`src/rtl/mii_pkg.sv`:
```
// Shared MII definitions: nibble codes, CRC-32 constants and the TX state set.
package mii_pkg;

   localparam logic [3:0]  PREAMBLE_NIB = 4'h5;
   localparam logic [3:0]  SFD_NIB      = 4'hD;
   localparam logic [31:0] CRC_POLY     = 32'hEDB88320;
   localparam logic [31:0] CRC_INIT     = 32'hFFFFFFFF;
   localparam logic [31:0] CRC_RESIDUE  = 32'hDEBB20E3;

   // State register encodes what is on the wire during the current cycle
   typedef enum logic [2:0] {
      ST_IDLE,
      ST_PREAMBLE,
      ST_DATA,
      ST_PAD,
      ST_FCS,
      ST_IFG
   } tx_state_e;

endpackage

```
`src/rtl/mii_tx_framer_if.sv`:
```
// Byte-stream handshake feeding the MII TX framer.
interface mii_tx_framer_if;

   logic [7:0] s_data;
   logic       s_valid;
   logic       s_last;
   logic       s_ready;

   modport master (output s_data, output s_valid, output s_last, input s_ready);
   modport slave  (input s_data, input s_valid, input s_last, output s_ready);

endinterface

```
`src/rtl/crc32_nibble.sv`:
```
// Combinational reflected CRC-32 step over one nibble, LSB first.
// Shared with the receive path for FCS checking.
module crc32_nibble
   import mii_pkg::*;
(
   input  logic [31:0] i_crc,
   input  logic [3:0]  i_nib,
   output logic [31:0] o_crc
);

   logic [31:0] w_c;

   // Four single-bit shift/XOR steps of the reflected polynomial
   always_comb begin
      w_c = i_crc ^ {28'd0, i_nib};
      for (int unsigned i = 0; i < 4; i++) begin
         w_c = w_c[0] ? ((w_c >> 1) ^ CRC_POLY) : (w_c >> 1);
      end
      o_crc = w_c;
   end

endmodule

```
`src/rtl/mii_tx_framer.sv`:
```
// MII TX framer: preamble/SFD, payload, zero pad to minimum length, FCS, IFG.
// All MII outputs are registers loaded with the value for the next cycle.
module mii_tx_framer
   import mii_pkg::*;
#(
   parameter int unsigned MIN_FRAME = 60,
   parameter int unsigned IFG_NIB   = 24
)
(
   input  logic           clk,
   input  logic           rst_n,
   mii_tx_framer_if.slave s_if,
   output logic           mii_tx_en,
   output logic [3:0]     mii_txd,
   output logic           busy,
   output logic           underrun
);

   localparam logic [5:0] LP_MIN      = 6'(MIN_FRAME);
   localparam logic [4:0] LP_IFG_LAST = 5'(IFG_NIB - 1);

   tx_state_e   r_state, w_state_n;
   logic [4:0]  r_cnt, w_cnt_n;
   logic        r_hi, w_hi_n;
   logic [3:0]  r_nib, w_nib_n;
   logic        r_last, w_last_n;
   logic [5:0]  r_bcnt, w_bcnt_n, w_bcnt_inc;
   logic [31:0] r_crc, w_crc_upd, w_fcs;
   logic [3:0]  w_fcs_nib;
   logic        w_crc_clr, w_crc_en;
   logic        r_txen, w_txen_n;
   logic [3:0]  r_txd, w_txd_n;
   logic        r_underrun, w_underrun_n;
   logic        w_ready, w_accept, w_abort;

   crc32_nibble u_crc (
      .i_crc (r_crc),
      .i_nib (w_txd_n),
      .o_crc (w_crc_upd)
   );

   assign w_bcnt_inc = (r_bcnt >= LP_MIN) ? LP_MIN : r_bcnt + 6'd1;
   assign w_fcs      = ~r_crc;
   assign w_fcs_nib  = w_fcs[{r_cnt[2:0] + 3'd1, 2'b00} +: 4];

   // Byte is taken in the SFD cycle and in each high-nibble cycle of a non-final byte
   assign w_ready  = ((r_state == ST_PREAMBLE) && (r_cnt == 5'd15)) ||
                     ((r_state == ST_DATA) && r_hi && !r_last);
   assign w_accept = w_ready && s_if.s_valid;
   assign w_abort  = w_ready && !s_if.s_valid;

   assign s_if.s_ready = w_ready;
   assign mii_tx_en    = r_txen;
   assign mii_txd      = r_txd;
   assign underrun     = r_underrun;
   assign busy         = (r_state != ST_IDLE);

   // Next-state and next-output decode; abort and accept take priority over per-state flow
   always_comb begin
      w_state_n    = r_state;
      w_cnt_n      = r_cnt;
      w_hi_n       = r_hi;
      w_nib_n      = r_nib;
      w_last_n     = r_last;
      w_bcnt_n     = r_bcnt;
      w_txen_n     = r_txen;
      w_txd_n      = r_txd;
      w_underrun_n = 1'b0;
      w_crc_clr    = 1'b0;
      w_crc_en     = 1'b0;
      if (w_abort) begin
         w_state_n    = ST_IFG;
         w_cnt_n      = '0;
         w_txen_n     = 1'b0;
         w_txd_n      = '0;
         w_underrun_n = 1'b1;
      end else if (w_accept) begin
         w_state_n = ST_DATA;
         w_hi_n    = 1'b0;
         w_nib_n   = s_if.s_data[7:4];
         w_last_n  = s_if.s_last;
         w_txd_n   = s_if.s_data[3:0];
         w_crc_en  = 1'b1;
         if (r_state == ST_DATA) begin
            w_bcnt_n = w_bcnt_inc;
         end
      end else begin
         unique case (r_state)
            ST_IDLE: begin
               if (s_if.s_valid) begin
                  w_state_n = ST_PREAMBLE;
                  w_cnt_n   = '0;
                  w_txen_n  = 1'b1;
                  w_txd_n   = PREAMBLE_NIB;
                  w_crc_clr = 1'b1;
                  w_bcnt_n  = '0;
               end
            end
            ST_PREAMBLE: begin
               w_cnt_n = r_cnt + 5'd1;
               w_txd_n = (r_cnt == 5'd14) ? SFD_NIB : PREAMBLE_NIB;
            end
            ST_DATA, ST_PAD: begin
               if (!r_hi) begin
                  w_hi_n   = 1'b1;
                  w_txd_n  = (r_state == ST_DATA) ? r_nib : 4'h0;
                  w_crc_en = 1'b1;
               end else begin
                  // High nibble of the final data byte or of a pad byte
                  w_bcnt_n = w_bcnt_inc;
                  if (w_bcnt_inc < LP_MIN) begin
                     w_state_n = ST_PAD;
                     w_hi_n    = 1'b0;
                     w_txd_n   = 4'h0;
                     w_crc_en  = 1'b1;
                  end else begin
                     w_state_n = ST_FCS;
                     w_cnt_n   = '0;
                     w_txd_n   = w_fcs[3:0];
                  end
               end
            end
            ST_FCS: begin
               if (r_cnt == 5'd7) begin
                  w_state_n = ST_IFG;
                  w_cnt_n   = '0;
                  w_txen_n  = 1'b0;
                  w_txd_n   = '0;
               end else begin
                  w_cnt_n = r_cnt + 5'd1;
                  w_txd_n = w_fcs_nib;
               end
            end
            ST_IFG: begin
               if (r_cnt == LP_IFG_LAST) begin
                  w_state_n = ST_IDLE;
               end else begin
                  w_cnt_n = r_cnt + 5'd1;
               end
            end
            default: w_state_n = ST_IDLE;
         endcase
      end
   end

   // State, counters and registered MII outputs
   always_ff @(posedge clk or negedge rst_n) begin
      if (!rst_n) begin
         r_state    <= ST_IDLE;
         r_cnt      <= '0;
         r_hi       <= 1'b0;
         r_nib      <= '0;
         r_last     <= 1'b0;
         r_bcnt     <= '0;
         r_txen     <= 1'b0;
         r_txd      <= '0;
         r_underrun <= 1'b0;
      end else begin
         r_state    <= w_state_n;
         r_cnt      <= w_cnt_n;
         r_hi       <= w_hi_n;
         r_nib      <= w_nib_n;
         r_last     <= w_last_n;
         r_bcnt     <= w_bcnt_n;
         r_txen     <= w_txen_n;
         r_txd      <= w_txd_n;
         r_underrun <= w_underrun_n;
      end
   end

   // Running CRC over every data/pad nibble as it is loaded onto TXD
   always_ff @(posedge clk or negedge rst_n) begin
      if (!rst_n) begin
         r_crc <= CRC_INIT;
      end else if (w_crc_clr) begin
         r_crc <= CRC_INIT;
      end else if (w_crc_en) begin
         r_crc <= w_crc_upd;
      end
   end

endmodule

```
`src/flat_wrapper.sv`:
```
// flat-port wrapper written by rule: the top's interface ports become plain ports
module mii_tx_framer_flat import mii_pkg::*;
#(
   parameter int unsigned MIN_FRAME = 60,
   parameter int unsigned IFG_NIB   = 24
)
  (clk, rst_n, mii_tx_en, mii_txd, busy, underrun, s_if_s_data, s_if_s_valid, s_if_s_last, s_if_s_ready);
  mii_tx_framer_if s_if_i ();
  input  logic clk;
  input  logic rst_n;
  output logic mii_tx_en;
  output logic [3:0] mii_txd;
  output logic busy;
  output logic underrun;
  input wire logic [$bits(s_if_i.s_data)-1:0] s_if_s_data;
  input wire logic [$bits(s_if_i.s_valid)-1:0] s_if_s_valid;
  input wire logic [$bits(s_if_i.s_last)-1:0] s_if_s_last;
  output wire logic [$bits(s_if_i.s_ready)-1:0] s_if_s_ready;
  assign s_if_i.s_data = s_if_s_data;
  assign s_if_i.s_valid = s_if_s_valid;
  assign s_if_i.s_last = s_if_s_last;
  assign s_if_s_ready = s_if_i.s_ready;
  mii_tx_framer #(.MIN_FRAME(MIN_FRAME), .IFG_NIB(IFG_NIB)) u_core (.clk(clk), .rst_n(rst_n), .s_if(s_if_i), .mii_tx_en(mii_tx_en), .mii_txd(mii_txd), .busy(busy), .underrun(underrun));
endmodule
```
`config.mk`:
```
export PLATFORM = sky130hd
export DESIGN_NAME = mii_tx_framer_flat
export DESIGN_NICKNAME = d
export VERILOG_FILES = /design/src/rtl/mii_pkg.sv /design/src/rtl/mii_tx_framer_if.sv /design/src/rtl/crc32_nibble.sv /design/src/rtl/mii_tx_framer.sv /design/src/flat_wrapper.sv
export SDC_FILE = /design/constraint.sdc
export NUM_CORES = 1
export LEC_CHECK = 0
export CORE_MARGIN = 3
export CORE_UTILIZATION = 58
export CTS_CLUSTER_DIAMETER = 60
export DETAILED_ROUTE_END_ITERATION = 8
export DONT_BUFFER_PORTS = 1
export HOLD_SLACK_MARGIN = 0.08
export PLACE_DENSITY = 0.8
export SKIP_CTS_REPAIR_TIMING = 1
export SYNTH_ARGS = -nofsm -noshare
export SYNTH_HDL_FRONTEND = slang
export SYNTH_HIERARCHICAL = 1
export SYNTH_SLANG_ARGS = --single-unit
```
`constraint.sdc`:
```
create_clock -name clk -period 3.2 [get_ports clk]
set_clock_uncertainty 0.2 [all_clocks]
set_input_delay 0.64 -clock clk [delete_from_list [all_inputs] [get_ports clk]]
set_output_delay 0.64 -clock clk [all_outputs]
set_load 0.03 [all_outputs]
```
# ---- After elaboration in Yosys (flattened, before gate mapping)
# Cells that the tools add are included.
dict set report totals {
  register_bits 58
  out_inout_bits 8
  word_cells 124
  in_bits 12
}
dict set report classes {
  n_bitwise 7
  n_mux 56
  shift 1
  magnitude_cmp 2
  reduce_logical 22
  addsub 3
  eq_ne 23
}
# op count
set op_table {}
lappend op_table {{32-bit 2-to-1 mux} 6}
lappend op_table {{13-bit inverter with 14-bit output} 4}
lappend op_table {{5-bit 2-to-1 mux} 7}
lappend op_table {{4-bit 2-to-1 mux} 8}
lappend op_table {{32-bit inverter} 1}
lappend op_table {{32-bit by 6-bit indexed part select with 4-bit output} 1}
lappend op_table {{32-bit by 4-bit bitwise XOR with 32-bit output} 1}
lappend op_table {{6-bit 2-to-1 mux} 5}
lappend op_table {{5-bit one-hot mux with 5 select lines} 1}
lappend op_table {{3-bit 2-to-1 mux} 7}
lappend op_table {{1-bit 2-to-1 mux} 18}
lappend op_table {{4-bit one-hot mux with 4 select lines} 1}
lappend op_table {{3-bit one-hot mux with 5 select lines} 1}
lappend op_table {{3-bit by 1-bit != test with 1-bit output, second input constant} 4}
lappend op_table {{3-bit by 2-bit != test with 1-bit output, second input constant} 4}
lappend op_table {{4-bit by 1-bit != test with 1-bit output, second input constant} 3}
lappend op_table {{6-bit one-hot mux with 2 select lines} 1}
lappend op_table {{5-bit by 4-bit equality test with 1-bit output, second input constant} 2}
lappend op_table {{5-bit AND reduction} 2}
lappend op_table {{3-bit nonzero test} 3}
lappend op_table {{6-bit by 1-bit adder with 6-bit output, second input constant} 1}
lappend op_table {{3-bit by 2-bit equality test with 1-bit output, second input constant} 2}
lappend op_table {{3-bit equality test, second input constant} 2}
lappend op_table {{6-bit >= comparator, second input constant} 1}
lappend op_table {{other kinds (20)} 28}

# ---- Depth between registers and ports, before layout
# Gate-level depths: netlist of run 1.
dict set report depth {
  ltp_word 19
  ltp_mapped 14
  depth_no_buf 13
}

# ---- By module
# The synthesis of run 1 kept the hierarchy.
# module seq_area_each_um2 n_inst cells_per_inst area_per_inst_um2
set by_module_without_submodules {}
lappend by_module_without_submodules {mii_tx_framer 1491.4 1 347 3266.9}
lappend by_module_without_submodules {crc32_nibble 0.0 1 50 827.0}

# ---- Worst setup path before layout of run 1
# OpenSTA, ideal clock, no wires.
dict set report synth_timing {
  kind {reg2reg}
  from {reg u_core.r_cnt[0]}
  to {reg u_core.r_crc[29]}
  path_slack_ns -0.513
  synth_period_minus_slack_ns 3.713
  path_stages_with_launch 14
  setup_ns 0.083
  n_path_buf 1
  t_arrival_ns 3.429
  required_time_ns 2.917
  cell_sequence {dfrtp_1 -> ha_1 -> and3_1 -> ha_1 -> and3b_1 -> buf_2 -> o21ai_2 -> inv_1 -> a32oi_1 -> o21ai_0 -> xnor2_2 -> xnor3_1 -> nor2_1 -> a21oi_1}
}
dict set report synth_via {
  elab_chain_len 15
  elab_cells_between_ends 28
  cone_classes {1 x add/sub; 3 x eq/ne; 1 x shift; 15 x mux; 3 x bitwise; 5 x reduce/logical}
}
# item line_no
set synth_lines {}
lappend synth_lines {{from (decl)} mii_tx_framer.sv:23} ;# logic [4:0] r_cnt, w_cnt_n;
lappend synth_lines {{from (signal assigned)} mii_tx_framer.sv:160} ;# r_cnt <= w_cnt_n;
lappend synth_lines {{5-bit by 4-bit equality test with 1-bit output *} mii_tx_framer.sv:47} ;# assign w_ready = ((r_state == ST_PREAMBLE) && (r_cnt == 5'd15)) ||
lappend synth_lines {{1-bit logical AND *} mii_tx_framer.sv:47}
lappend synth_lines {{1-bit logical OR *} mii_tx_framer.sv:47}
lappend synth_lines {{net s_if_s_ready} flat_wrapper.sv:18} ;# output wire logic [$bits(s_if_i.s_ready)-1:0] s_if_s_ready;
lappend synth_lines {{1-bit logical AND} mii_tx_framer.sv:49} ;# assign w_accept = w_ready && s_if.s_valid;
lappend synth_lines {{4-bit 2-to-1 mux} mii_tx_framer.sv:77} ;# end else if (w_accept) begin
lappend synth_lines {{4-bit 2-to-1 mux *} mii_tx_framer.sv:71} ;# if (w_abort) begin
lappend synth_lines {{net u_core.w_txd_n[1]} mii_tx_framer.sv:32} ;# logic [3:0] r_txd, w_txd_n;
lappend synth_lines {{32-bit by 4-bit bitwise XOR with 32-bit output *} crc32_nibble.sv:15} ;# w_c = i_crc ^ {28'd0, i_nib};
lappend synth_lines {{32-bit 2-to-1 mux * (2 in series)} crc32_nibble.sv:17} ;# w_c = w_c[0] ? ((w_c >> 1) ^ CRC_POLY) : (w_c >> 1);
lappend synth_lines {{13-bit inverter with 14-bit output (no line)} n/a}
lappend synth_lines {{32-bit 2-to-1 mux *} crc32_nibble.sv:17}
lappend synth_lines {{13-bit inverter with 14-bit output (no line)} n/a}
lappend synth_lines {{32-bit 2-to-1 mux *} crc32_nibble.sv:17}
lappend synth_lines {{net u_core.w_crc_upd[29]} mii_tx_framer.sv:28} ;# logic [31:0] r_crc, w_crc_upd, w_fcs;
lappend synth_lines {{32-bit 2-to-1 mux *} mii_tx_framer.sv:177} ;# end else if (w_crc_en) begin
lappend synth_lines {{32-bit 2-to-1 mux *} mii_tx_framer.sv:175} ;# end else if (w_crc_clr) begin
lappend synth_lines {{to (signal assigned)} mii_tx_framer.sv:178} ;# r_crc <= w_crc_upd;
lappend synth_lines {{to (decl)} mii_tx_framer.sv:28}
# Mark *: on every way through the listed nets, which the timed path passes. The rest lies on a longest branch. The select of a mux whose other input is x is not followed.
# A chain may end at the register's enable or synchronous reset.

# ---- Worst setup path in the final report of run 1
dict set report layout_timing {
  from {reg u_core.r_cnt[0]}
  to {reg u_core.r_crc[6]}
}
dict set report layout_via {
  elab_chain_len 14
  elab_cells_between_ends 25
  cone_classes {1 x add/sub; 2 x eq/ne; 1 x shift; 14 x mux; 2 x bitwise; 5 x reduce/logical}
}
# item line_no
set layout_lines {}
lappend layout_lines {{3-bit by 1-bit adder with 3-bit output / 5-bit by 4-bit equality test with 1-bit output (equally long branches)} {mii_tx_framer.sv:44, mii_tx_framer.sv:47}}
lappend layout_lines {{32-bit by 6-bit indexed part select with 4-bit output / 1-bit logical AND (equally long branches)} {mii_tx_framer.sv:44, mii_tx_framer.sv:47}}
lappend layout_lines {{4-bit 2-to-1 mux / 1-bit logical OR (equally long branches)} {mii_tx_framer.sv:124, mii_tx_framer.sv:47}}
lappend layout_lines {{4-bit one-hot mux with 4 select lines / 1-bit logical AND (equally long branches)} {mii_tx_framer.sv:88, mii_tx_framer.sv:49}}
lappend layout_lines {{4-bit 2-to-1 mux} mii_tx_framer.sv:77}
lappend layout_lines {{4-bit 2-to-1 mux *} mii_tx_framer.sv:71}
lappend layout_lines {{net u_core.w_txd_n[0]} mii_tx_framer.sv:32}
lappend layout_lines {{32-bit by 4-bit bitwise XOR with 32-bit output *} crc32_nibble.sv:15}
lappend layout_lines {{32-bit 2-to-1 mux *} crc32_nibble.sv:17}
lappend layout_lines {{13-bit inverter with 14-bit output (no line)} n/a}
lappend layout_lines {{32-bit 2-to-1 mux * (3 in series)} crc32_nibble.sv:17}
lappend layout_lines {{net u_core.w_crc_upd[6]} mii_tx_framer.sv:28}
lappend layout_lines {{32-bit 2-to-1 mux *} mii_tx_framer.sv:177}
lappend layout_lines {{32-bit 2-to-1 mux *} mii_tx_framer.sv:175}
# Marked as above.

==> results of run 1 <==
-- cell usage after synthesis (all sizes together), types with 5 or more instances --
cell / n / area share [%]
mux4: 8 / 4.4
nand2: 20 / 1.8
inv: 11 / 1.0
mux2i: 6 / 1.5
xnor2: 14 / 4.0
xnor3: 25 / 14
dfrtp: 26 / 16
nor2: 80 / 7.3
nand3: 6 / 0.73
o21ai: 18 / 2.4
buf: 26 / 3.6
o211ai: 6 / 1.5
a21oi: 47 / 5.7
dfstp: 32 / 21
mux2: 5 / 1.4
-- final cells by class --
| cell class | count | area share (%) |
|---|---|---|
| multi-input cells | 298 | 52.00 |
| well taps | 93 | 2.414 |
| flip-flops and latches | 58 | 30.94 |
| clock buffers | 15 | 3.868 |
| inverters | 11 | 0.9086 |
| clock inverters | 1 | 0.6231 |
| repair buffers | 47 | 9.242 |
-- layer usage --
| layer | wire (microns) | track usage, % | vias to the layer above |
|---|---|---|---|
| li1 | - | - | 1463 |
| met1 | 3960 | 31.75 | 1509 |
| met2 | 4974 | 39.51 | 112 |
| met3 | 577 | 5.175 | 24 |
| met4 | 171 | 9.821 | 0 |
| met5 | 0 | 0 | - |
-- worst max-delay path by stage --
| stage | startpoint | to | slack, ps | depth (start not counted) |
|---|---|---|---|---|
| floorplan | u_core/r_cnt[0]$_DFFE_PN0P_ | u_core/r_crc[29]$_DFFE_PN1P_ | -40 | 14 |
| global placement | u_core/r_cnt[0]$_DFFE_PN0P_ | u_core/r_crc[7]$_DFFE_PN1P_ | 100 | 12 |
| detailed placement | u_core/r_cnt[0]$_DFFE_PN0P_ | u_core/r_crc[22]$_DFFE_PN1P_ | 50 | 12 |
| CTS | u_core/r_cnt[0]$_DFFE_PN0P_ | u_core/r_crc[22]$_DFFE_PN1P_ | 20 | 12 |
| global route | u_core/r_cnt[0]$_DFFE_PN0P_ | u_core/r_crc[29]$_DFFE_PN1P_ | -60 | 13 |
| finish | u_core/r_cnt[0]$_DFFE_PN0P_ | u_core/r_crc[6]$_DFFE_PN1P_ | 70 | 13 |
-- sequential cells by signal, indices dropped and copies added, names as in the netlist --
signal and count:
u_core/r_crc 32, u_core/r_bcnt 6, u_core/r_cnt 5, u_core/mii_txd 4, u_core/r_nib 4, u_core/r_state 3, u_core/mii_tx_en 1, u_core/r_hi 1
u_core/r_last 1, u_core/underrun 1
-- stage by stage --
step / cell area, sq um / instances / total power [uW]
3_5_place_dp: 4439 / 498 / 5620
5_1_grt: 4820 / 523 / 7050
4_1_cts: 4656 / 514 / 6386
2_1_floorplan: 4150 / 397 / 4713
3_3_place_gp: 4439 / 498 / 5444
6_report: 4820 / 523 / 6603
-- cells by family after synthesis --
family / Yosys count
compound gates: 102
xor+xnor: 42
fa+ha+maj: 4
buf+inv: 41
flops: 58
mux: 19
simple gates: 131
-- power breakdown --
part,total (uW),internal (uW),switching (uW)
Combinational,4300,2480,1820
Sequential,1580,1200,378
Clock,728,446,282
==> run summary, run 1 <==
Setup TNS: 0 ps
CTS Sinks: 58
Hold Slack: 248.7 ps
Worst-Margin Slew: 473.1 ps
Mux share of post-synthesis cell area: 7.243%
Routed wire length: 9683 microns
Critical path peak fanout: 6
Largest net degree at the start of global routing: 66
CP Cell Sequence: ha_2 -> and3_4 -> ha_4 -> and3b_2 -> o21ai_4 -> o21ai_0 -> o21ai_1 -> buf_4 -> xor2_4 -> buf_4 -> xnor3_1 -> nor2_1 -> a21oi_1
Routability cong.: 0.9870
Site Rows: 29
DRT iter0 DRCs: 237
Most used cell, CP: buf_4
Leak Pwr: 0.002209 uW
Pre-CTS setup slack: 48.32 ps
IO Count: 20
Initial Util: 61.99%
Footprint of the multi-input gates: 2506 sq um
CP max stage cell: dfrtp_1
CP top delay family: compound AO/OA/AOI/OAI gates
Start of the worst register-to-register path: u_core/r_cnt[0]$_DFFE_PN0P_
Initial antenna violation count: 0
P&R area growth vs syn: 17.73%
Yosys warnings: 6
Synth unique cells: 66
Unrepaired setup endpoints after global routing: true
First-pass GRT wire length: 15,770 microns
Commonest non-fill, non-tap cell in the layout: nor2_1
Depth of the CTS H-tree: 3
Util after Layout: 72.98%
Pwr per Cell Area: 1370 nW/um^2
Number of flops mapped to enable cells by yosys: 0
Critical Path AT: 3170 ps
Layout cell share with drive strength beyond 1: 31.63%
Startpoint Class: flop
DR WL/cell: 18.51 microns
#FFs+latches synth: 58
Cell Area, Synth: 4094 sq um
Worst min path class: in2reg
Slew Limit Fails: 0
Synth Area in XOR/XNOR: 19.04%
Total gr overflow: 0
CP endpoint kind: flop
Status: completed
Maximum root-to-sink buffer count: 2
Syn Inst Count: 397
Synth Area in Simple Gates: 14.39%
Fmax: 0.3199 GHz
Crit Path Class: reg2reg
Vias in the first global route: 3,160
Fin crit share: 97.67%
Clock tree root buffer cell: clkbuf_8
Clk_lat worst skew: 340 ps
Slack of the critical path: 74.49 ps
Die area: 8103 sq um
Drt first pass iters: 5
DR vias: 3,108
CTS tree: yes
Worst reg-to-reg path cell count: 13
Most frequent cells in the layout: nor2_1, a21oi_1, buf_4
Fin. Hold Viols: 0
Post-Synth Adder-Cell Area: 1.222%
Post-route ant nets: 0
Max VDD drop: 0.9743 mV
Syn Area/Cell: 10.31 sq um
Reg-to-Reg End: u_core/r_crc[6]$_DFFE_PN1P_
Maxcap violations: 0
Die extent in x: 90.02 microns
TritonCTS buffer count: 9
Max_slew headroom: 68.46%
Syn nets: 413
Sequential share of the synthesized area: 36.43%
Hold path start: s_if_s_data[6]
Die Span Y: 90.02 microns
Diodes inserted: 0
Vias per cell: 5.943
Final setup fails: 0
Storage element area: 1491 sq um
Main flop type after synthesis: dfstp_2
WHS Endpoint: u_core/r_nib[2]$_DFFE_PN0P_
Largest family of logic cells by synthesized area: XOR/XNOR gates
Clock-pin slew on the worst setup and hold paths: 70 ps
Synth Area in Compound Gates: 16.66%
Nets: 441
Bufs and invs on worst path: 2
Fin crit period: 3126 ps
Asr flop ratio synth: 100.0%
DP HPWL: 6594 microns
Total track usage: 24.28%
Core ar.: 6604 sq um
Port Buffer Count: 0
Req. time, crit path: 3240 ps
Hold depth: 1
Number of remaining DRC errors: 0
Critical Path Max Stage Delay: 410 ps
Fill cell count: 459
R2r setup slk: 70 ps
No activity file was read; power rests on OpenSTA's default activity.
==> run 2, diff against run 1 <==
CORE_UTILIZATION = 56   (was 58)
PLACE_DENSITY = 0.78   (was 0.8)
SKIP_CTS_REPAIR_TIMING = not set   (was 1)
==> run 2 against run 1 <==
Net effect: the flow now finishes with violations (negative setup slack); wire length up 9.2%; die area increased by 3.3%; combinational power increased by 12%; global-route usage barely moved; worst setup slack worse by 120 ps; cell count up 2.3%; critical path type unchanged; largest cell class unchanged.
==> run summary, run 2 (synthesis gave the netlist of run 1 again) <==
Die area: 8372 sq um (+3.3%)
Maximum root-to-sink buffer count: 2 (unchanged)
Fin. Hold Viols: 0 (unchanged)
CP endpoint kind: flop
Startpoint Class: flop
Fmax: 0.3086 GHz (-3.6%)
WHS Endpoint: u_core/r_nib[0]$_DFFE_PN0P_
Start of the worst register-to-register path: u_core/r_cnt[1]$_DFFE_PN0P_
Fin crit period: 3241 ps (+115.2 ps)
DRT iter0 DRCs: 321 (+35%)
Port Buffer Count: 0 (unchanged)
Pint: 4555 uW (+10%)
Clock network power share: 11.8% (+0.8 points)
Critical Path AT: 3310 ps (+140 ps)
Leak Pwr: 0.002289 uW (+3.6%)
R2r setup slk: -40 ps (-120 ps)
Slew Limit Fails: 0 (unchanged)
CTS Sinks: 58 (unchanged)
Power Total: 7243 uW (+9.7%)
Die extent in x: 91.50 microns (+1.6%)
Fin crit share: 101.3% (+3.6 points)
Slack of the critical path: -40.72 ps (-115.2 ps)
Layout cell share with drive strength beyond 1: 35.31% (+3.7 points)
Max_slew headroom: 65.02% (-3.4 points)
P&R area growth vs syn: 22.00%
Diodes inserted: 0 (unchanged)
Setup TNS: -64.87 ps (-64.87 ps)
Biggest regs: u_core/r_crc (32), u_core/r_bcnt (6), u_core/r_cnt (5)
DP HPWL: 6574 microns (-0.29%)
IO Count: 20 (unchanged)
Critical path peak fanout: 6 (unchanged)
Flop pwr share: 21.9% (-2.0 points)
Max VDD drop: 0.6143 mV (-37%)
Maxcap violations: 0 (unchanged)
Clock-pin slew on the worst setup and hold paths: 70 ps (about the same)
Unrepaired setup endpoints after global routing: true
Hold depth: 1 (unchanged)
Max reg flops: 32 (unchanged)
Pwr per Cell Area: 1450 nW/um^2 (+5.8%)
Routability cong.: 0.9337 (-5.4%)
DR vias: 3,266 (+5.1%)
Vias per cell: 6.105 (+2.7%)
Worst-Margin Slew: 524.7 ps (+51.56 ps)
Total gr overflow: 0 (unchanged)
Site Rows: 30 (+3.4%)
Total track usage: 24.25% (-0.035 points)
Worst min path class: in2reg
Hold Slack: 238.4 ps (-10.23 ps)
Vias in the first global route: 3,139 (-0.66%)
Psw: 2688 uW (+8.4%)
Core ar.: 6944 sq um (+5.2%)
Number of remaining DRC errors: 0 (unchanged)
Depth of the CTS H-tree: 3 (unchanged)
Initial antenna violation count: 0 (unchanged)
TritonCTS buffer count: 9 (unchanged)
Most frequent cells in the layout: nor2_1, a21oi_1, buf_4
Switch share: 37.11% (-0.44 points)
Initial Util: 58.95% (-3.0 points)
Status: finished with violations
Nets: 450 (+2.0%)
Clk_lat worst skew: 350 ps (about the same)
Final setup fails: 3 (+3)
Pre-CTS setup slack: 29.52 ps (-18.80 ps)
Largest net degree at the start of global routing: 66 (unchanged)
First-pass GRT wire length: 15,890 microns (+0.74%)
Fill cell count: 431 (-6.1%)
Drt first pass iters: 5 (unchanged)
Routed wire length: 10,580 microns (+9.2%)
Critical path launch point: u_core/r_cnt[1]$_DFFE_PN0P_
Clock tree root buffer cell: clkbuf_8
Combinational share of power: 66.3% (+1.2 points)
CTS tree: yes
Req. time, crit path: 3270 ps (+30 ps)
Hold path start: s_if_s_data[4]
Die Span Y: 91.50 microns (+1.6%)
Crit Path Class: reg2reg
Post-route ant nets: 0 (unchanged)
Largest Register: u_core/r_crc
Violated checks: negative setup slack
Reg-to-Reg End: u_core/r_crc[30]$_DFFE_PN1P_
Worst reg-to-reg path cell count: 15 (+2)
Commonest non-fill, non-tap cell in the layout: nor2_1
DR WL/cell: 19.77 microns (+6.8%)
-- run 2: changes by cell type in the layout (fill, tap and decap cells not counted), moves of 2 or more --
cell       change
clkbuf_8       -2
nor2_1         -2
nor2_2         +2
o21ai_2        +3
xnor2_2        +2
buf_6          +6
buf_4          +2
clkinv_2       +2
o21ai_0        -2
clkbuf_1       -2
bufinv_16      +2
-- run 2: critical path, cell delays in order, from the launching register on --
cell     delay (ps)
dfrtp_2         430
ha_2            190
and3_4          180
ha_4            160
and3b_2         220
o21ai_4         200
inv_4            70
nor4b_4         280
a21oi_4         130
buf_4           170
xnor2_4         310
inv_2            90
buf_4           160
xnor2_2         150
nor2_1           70
a21oi_1         130
-- run 2: power by group through the flow --
stage	sequential, uW	combinational, uW	clock, uW
global placement	1560	3850	0
global route	1620	5120	905
detailed placement	1580	3950	0
floorplan	1460	3250	0
CTS	1570	4070	872
finish	1590	4800	857
-- run 2: per-stage QoR --
step	area, sq um	util [%]	cells
final	4995	71.93	535
after CTS	4697	67.64	514
after global routing	4995	71.93	535
after floorplan	4150	-	397
after detailed placement	4385	63.15	495
after global placement	4385	63.15	495
-- run 2: how the worst max path moves through the flow --
stage                                        end  slack [ps]  cells after the start
global placement    u_core/r_crc[27]$_DFFE_PN1P_         110                     11
floorplan           u_core/r_crc[29]$_DFFE_PN1P_         -40                     14
global route        u_core/r_crc[30]$_DFFE_PN1P_         -90                     15
finish              u_core/r_crc[30]$_DFFE_PN1P_         -40                     15
CTS                 u_core/r_crc[24]$_DFFE_PN1P_          20                     13
detailed placement  u_core/r_crc[21]$_DFFE_PN1P_          30                     10
-- run 2: final cells by class --
cell class	count	area, sq um	area share [%]
multi-input cells	298	2534	50.73
clock buffers	11	151.4	3.031
inverters	11	43.79	0.8768
well taps	96	120.1	2.405
flip-flops and latches	58	1493	29.88
clock inverters	5	100.1	2.004
repair buffers	56	553.0	11.07
-- run 2: layer usage --
| layer | GRT usage (%) | routed length (microns) | vias up |
|---|---|---|---|
| li1 | - | - | 1488 |
| met3 | 6.131 | 709 | 23 |
| met5 | 0 | 0 | - |
| met1 | 31.13 | 4243 | 1634 |
| met4 | 8.040 | 223 | 0 |
| met2 | 40.05 | 5403 | 121 |
-- run 2: timing repair --
item	CTS	global route
gates cloned	0	1
endpoints found under the setup margin	2	18
setup buffers	1	20
pin swaps	0	33
hold buffers	2	0
hold endpoints to repair	58	0
gates resized for setup	1	27
==> run 3, diff against run 2 <==
GPL_ROUTABILITY_DRIVEN = 0   (was not set)
==> run 3 against run 2 <==
Net effect: largest cell class unchanged; via count is essentially flat; hold slack gained 0.55 ps; largest power group unchanged; critical endpoint is now u_core/r_crc[5]$_DFFE_PN1P_; register-to-register slack improved by 20 ps; count of clock-buffer cells in the layout unchanged; sequential cell count unchanged; sequential power hardly changed; utilization is 1.8 points lower; combinational power down 8.7%; the flow still finishes with violations (negative setup slack); worst setup slack gained 16 ps; first-iteration DRC count fell by 12%; maximum frequency rose by 0.50%.
==> run summary, run 3 (synthesis gave the netlist of run 1 again) <==
Maximum root-to-sink buffer count: 2 (unchanged)
Hold Slack: 239.0 ps (+0.5520 ps)
Critical path peak fanout: 6 (unchanged)
Largest Register: u_core/r_crc
Routed wire length: 9972 microns (-5.7%)
Clock network power share: 10.2% (-1.6 points)
Violated checks: negative setup slack
Critical Path AT: 3270 ps (-40 ps)
Post-Place Cells: 493 (-0.40%)
Number of remaining DRC errors: 0 (unchanged)
Worst min path class: in2reg
Die area: 8372 sq um (unchanged)
Clock-pin slew on the worst setup and hold paths: 80 ps (about the same)
Non-filler cells, final: 534 (-0.19%)
Total gr overflow: 0 (unchanged)
First-pass GRT wire length: 15,840 microns (-0.35%)
Vias in the first global route: 3,124 (-0.48%)
Met2 Routed Length: 4965 microns (-8.1%)
Most used cell, CP: buf_4
Vias per cell: 6.112 (+0.13%)
Fin crit period: 3225 ps (-16.21 ps)
Crit Path Class: reg2reg
CP endpoint kind: flop
DP HPWL: 6393 microns (-2.8%)
Startpoint Class: flop
Psw: 2539 uW (-5.5%)
Pint: 4134 uW (-9.2%)
Combinational share of power: 65.7% (-0.6 points)
DR WL/cell: 18.67 microns (-5.6%)
CP Cell Sequence: ha_2 -> and3_4 -> ha_4 -> and3b_2 -> o21ai_4 -> inv_4 -> nor4b_4 -> a21oi_4 -> xnor2_4 -> buf_4 -> buf_4 -> xnor3_1 -> nor2_1 -> a21oi_1
Req. time, crit path: 3250 ps (-20 ps)
Site Rows: 30 (unchanged)
Leak Pwr: 0.002228 uW (-2.7%)
CP top delay family: simple AND/OR/NAND/NOR gates
CTS tree: yes
Diodes inserted: 0 (unchanged)
Start of the worst register-to-register path: u_core/r_cnt[0]$_DFFE_PN0P_
Bufs and invs on worst path: 3 (-1)
Final setup fails: 2 (-1)
Die Span Y: 91.50 microns (unchanged)
Critical path launch point: u_core/r_cnt[0]$_DFFE_PN0P_
CTS Sinks: 58 (unchanged)
Flop pwr share: 24.1% (+2.2 points)
Slack of the critical path: -24.51 ps (+16.21 ps)
TritonCTS buffer count: 9 (unchanged)
Die extent in x: 91.50 microns (unchanged)
Max VDD drop: 0.6068 mV (-1.2%)
Core ar.: 6944 sq um (unchanged)
Initial antenna violation count: 0 (unchanged)
Pwr per Cell Area: 1370 nW/um^2 (-5.5%)
Critical Path Max Stage Delay: 410 ps (-20 ps)
Most frequent cells in the layout: nor2_1, a21oi_1, buf_4
DRT iter0 DRCs: 281 (-12%)
Layout cell share with drive strength beyond 1: 34.02% (-1.3 points)
IO Count: 20 (unchanged)
Fin. Hold Viols: 0 (unchanged)
Clock tree root buffer cell: clkbuf_8
Biggest regs: u_core/r_crc (32), u_core/r_bcnt (6), u_core/r_cnt (5)
Depth of the CTS H-tree: 3 (unchanged)
Nets: 449 (-0.22%)
Slew Limit Fails: 0 (unchanged)
Post-route ant nets: 0 (unchanged)
Fin crit share: 100.8% (-0.51 points)
Initial Util: 58.95% (unchanged)
Commonest non-fill, non-tap cell in the layout: nor2_1
Hold path start: s_if_s_data[6]
Total track usage: 24.26% (about the same)
Max_slew headroom: 59.81% (-5.2 points)
Maxcap violations: 0 (unchanged)
P&R area growth vs syn: 18.98%
Uppermost layer routed: met4
Drt first pass iters: 5 (unchanged)
Port Buffer Count: 0 (unchanged)
WL met3: 609 microns (-14%)
Max reg flops: 32 (unchanged)
M1 wire length: 4202 microns (-0.97%)
Switch share: 38.05% (+0.94 points)
Worst-Margin Slew: 602.9 ps (+78.16 ps)
Fmax: 0.3101 GHz (+0.50%)
Status: finished with violations
DR vias: 3,264 (-0.061%)
Clk_lat worst skew: 340 ps (about the same)
Unrepaired setup endpoints after global routing: true
CP max stage cell: dfrtp_1
Largest net degree at the start of global routing: 66 (unchanged)
## run 3: cell count changes in the layout (fill, tap and decap cells not counted), moves of 2 or more
cell        previous run  this run
clkinvlp_4             0         2
bufinv_16              3         1
o21ai_2                5         3
buf_12                 5         3
buf_4                 40        43
## run 3: worst paths after layout
check	depth (start not counted)	slack (ps)	endpoint
min in group asynchronous	2	620	u_core/r_state[2]$_DFFE_PN0P_
setup / recovery	14	-20	u_core/r_crc[5]$_DFFE_PN1P_
setup reg to reg	14	-20	u_core/r_crc[5]$_DFFE_PN1P_
max in group asynchronous	2	1850	u_core/r_crc[30]$_DFFE_PN1P_
hold / removal	1	240	u_core/r_nib[2]$_DFFE_PN0P_
hold reg to reg	2	300	u_core/r_crc[1]$_DFFE_PN1P_
## run 3: per-layer routing
metal  track usage [%]  vias up
met5                 0        -
met4             10.68        0
li1                  -     1480
met2             39.81      123
met1             31.30     1647
met3             4.474       14
## run 3: metrics by stage
step | setup TNS, ps | power (uW) | worst slack [ps] | util, % | instance area [sq um]
after detailed placement | -315.8 | 5519 | -59.43 | 63.12 | 4383
final | -36.75 | 6673 | -24.51 | 70.14 | 4871
after floorplan | -40.71 | 4713 | -40.71 | - | 4150
after global placement | -223.8 | 5381 | -52.51 | 63.12 | 4383
after global routing | -691.0 | 7070 | -103.7 | 70.14 | 4871
after CTS | -10.19 | 6406 | -8.636 | 68.27 | 4741
## run 3: power by group through the flow
| stage | logic, uW | registers (uW) | clock network (uW) |
|---|---|---|---|
| after global placement | 3790 | 1590 | 0 |
| final | 4380 | 1610 | 682 |
| after floorplan | 3250 | 1460 | 0 |
| after detailed placement | 3920 | 1600 | 0 |
| after CTS | 4120 | 1590 | 693 |
| after global routing | 4700 | 1640 | 729 |
## run 3: layout make-up
| type | count | area, sq um |
|---|---|---|
| Timing Repair Buffer | 55 | 499.2 |
| Multi-Input combinational cell | 298 | 2520 |
| Sequential cell | 58 | 1491 |
| Inverter | 11 | 43.79 |
| Fill cell | 484 | 2073 |
| Tap cell | 96 | 120.1 |
| Clock inverter | 5 | 55.05 |
| Clock buffer | 11 | 141.4 |
## run 3: timing repair
action                     CTS  global route
buffers inserted            12            13
pin swaps                   13            20
hold endpoints to repair    58             0
setup endpoints to repair   12            20
hold buffers                 2             0
gates resized for setup      8            14
## run 3: worst reg2reg max path, stage by stage (launching register included)
cell	delay (ps)
dfrtp_1	410
ha_2	200
and3_4	180
ha_4	160
and3b_2	220
o21ai_4	230
inv_4	90
nor4b_4	320
a21oi_4	140
xnor2_4	300
buf_4	180
buf_4	120
xnor3_1	220
nor2_1	110
a21oi_1	50
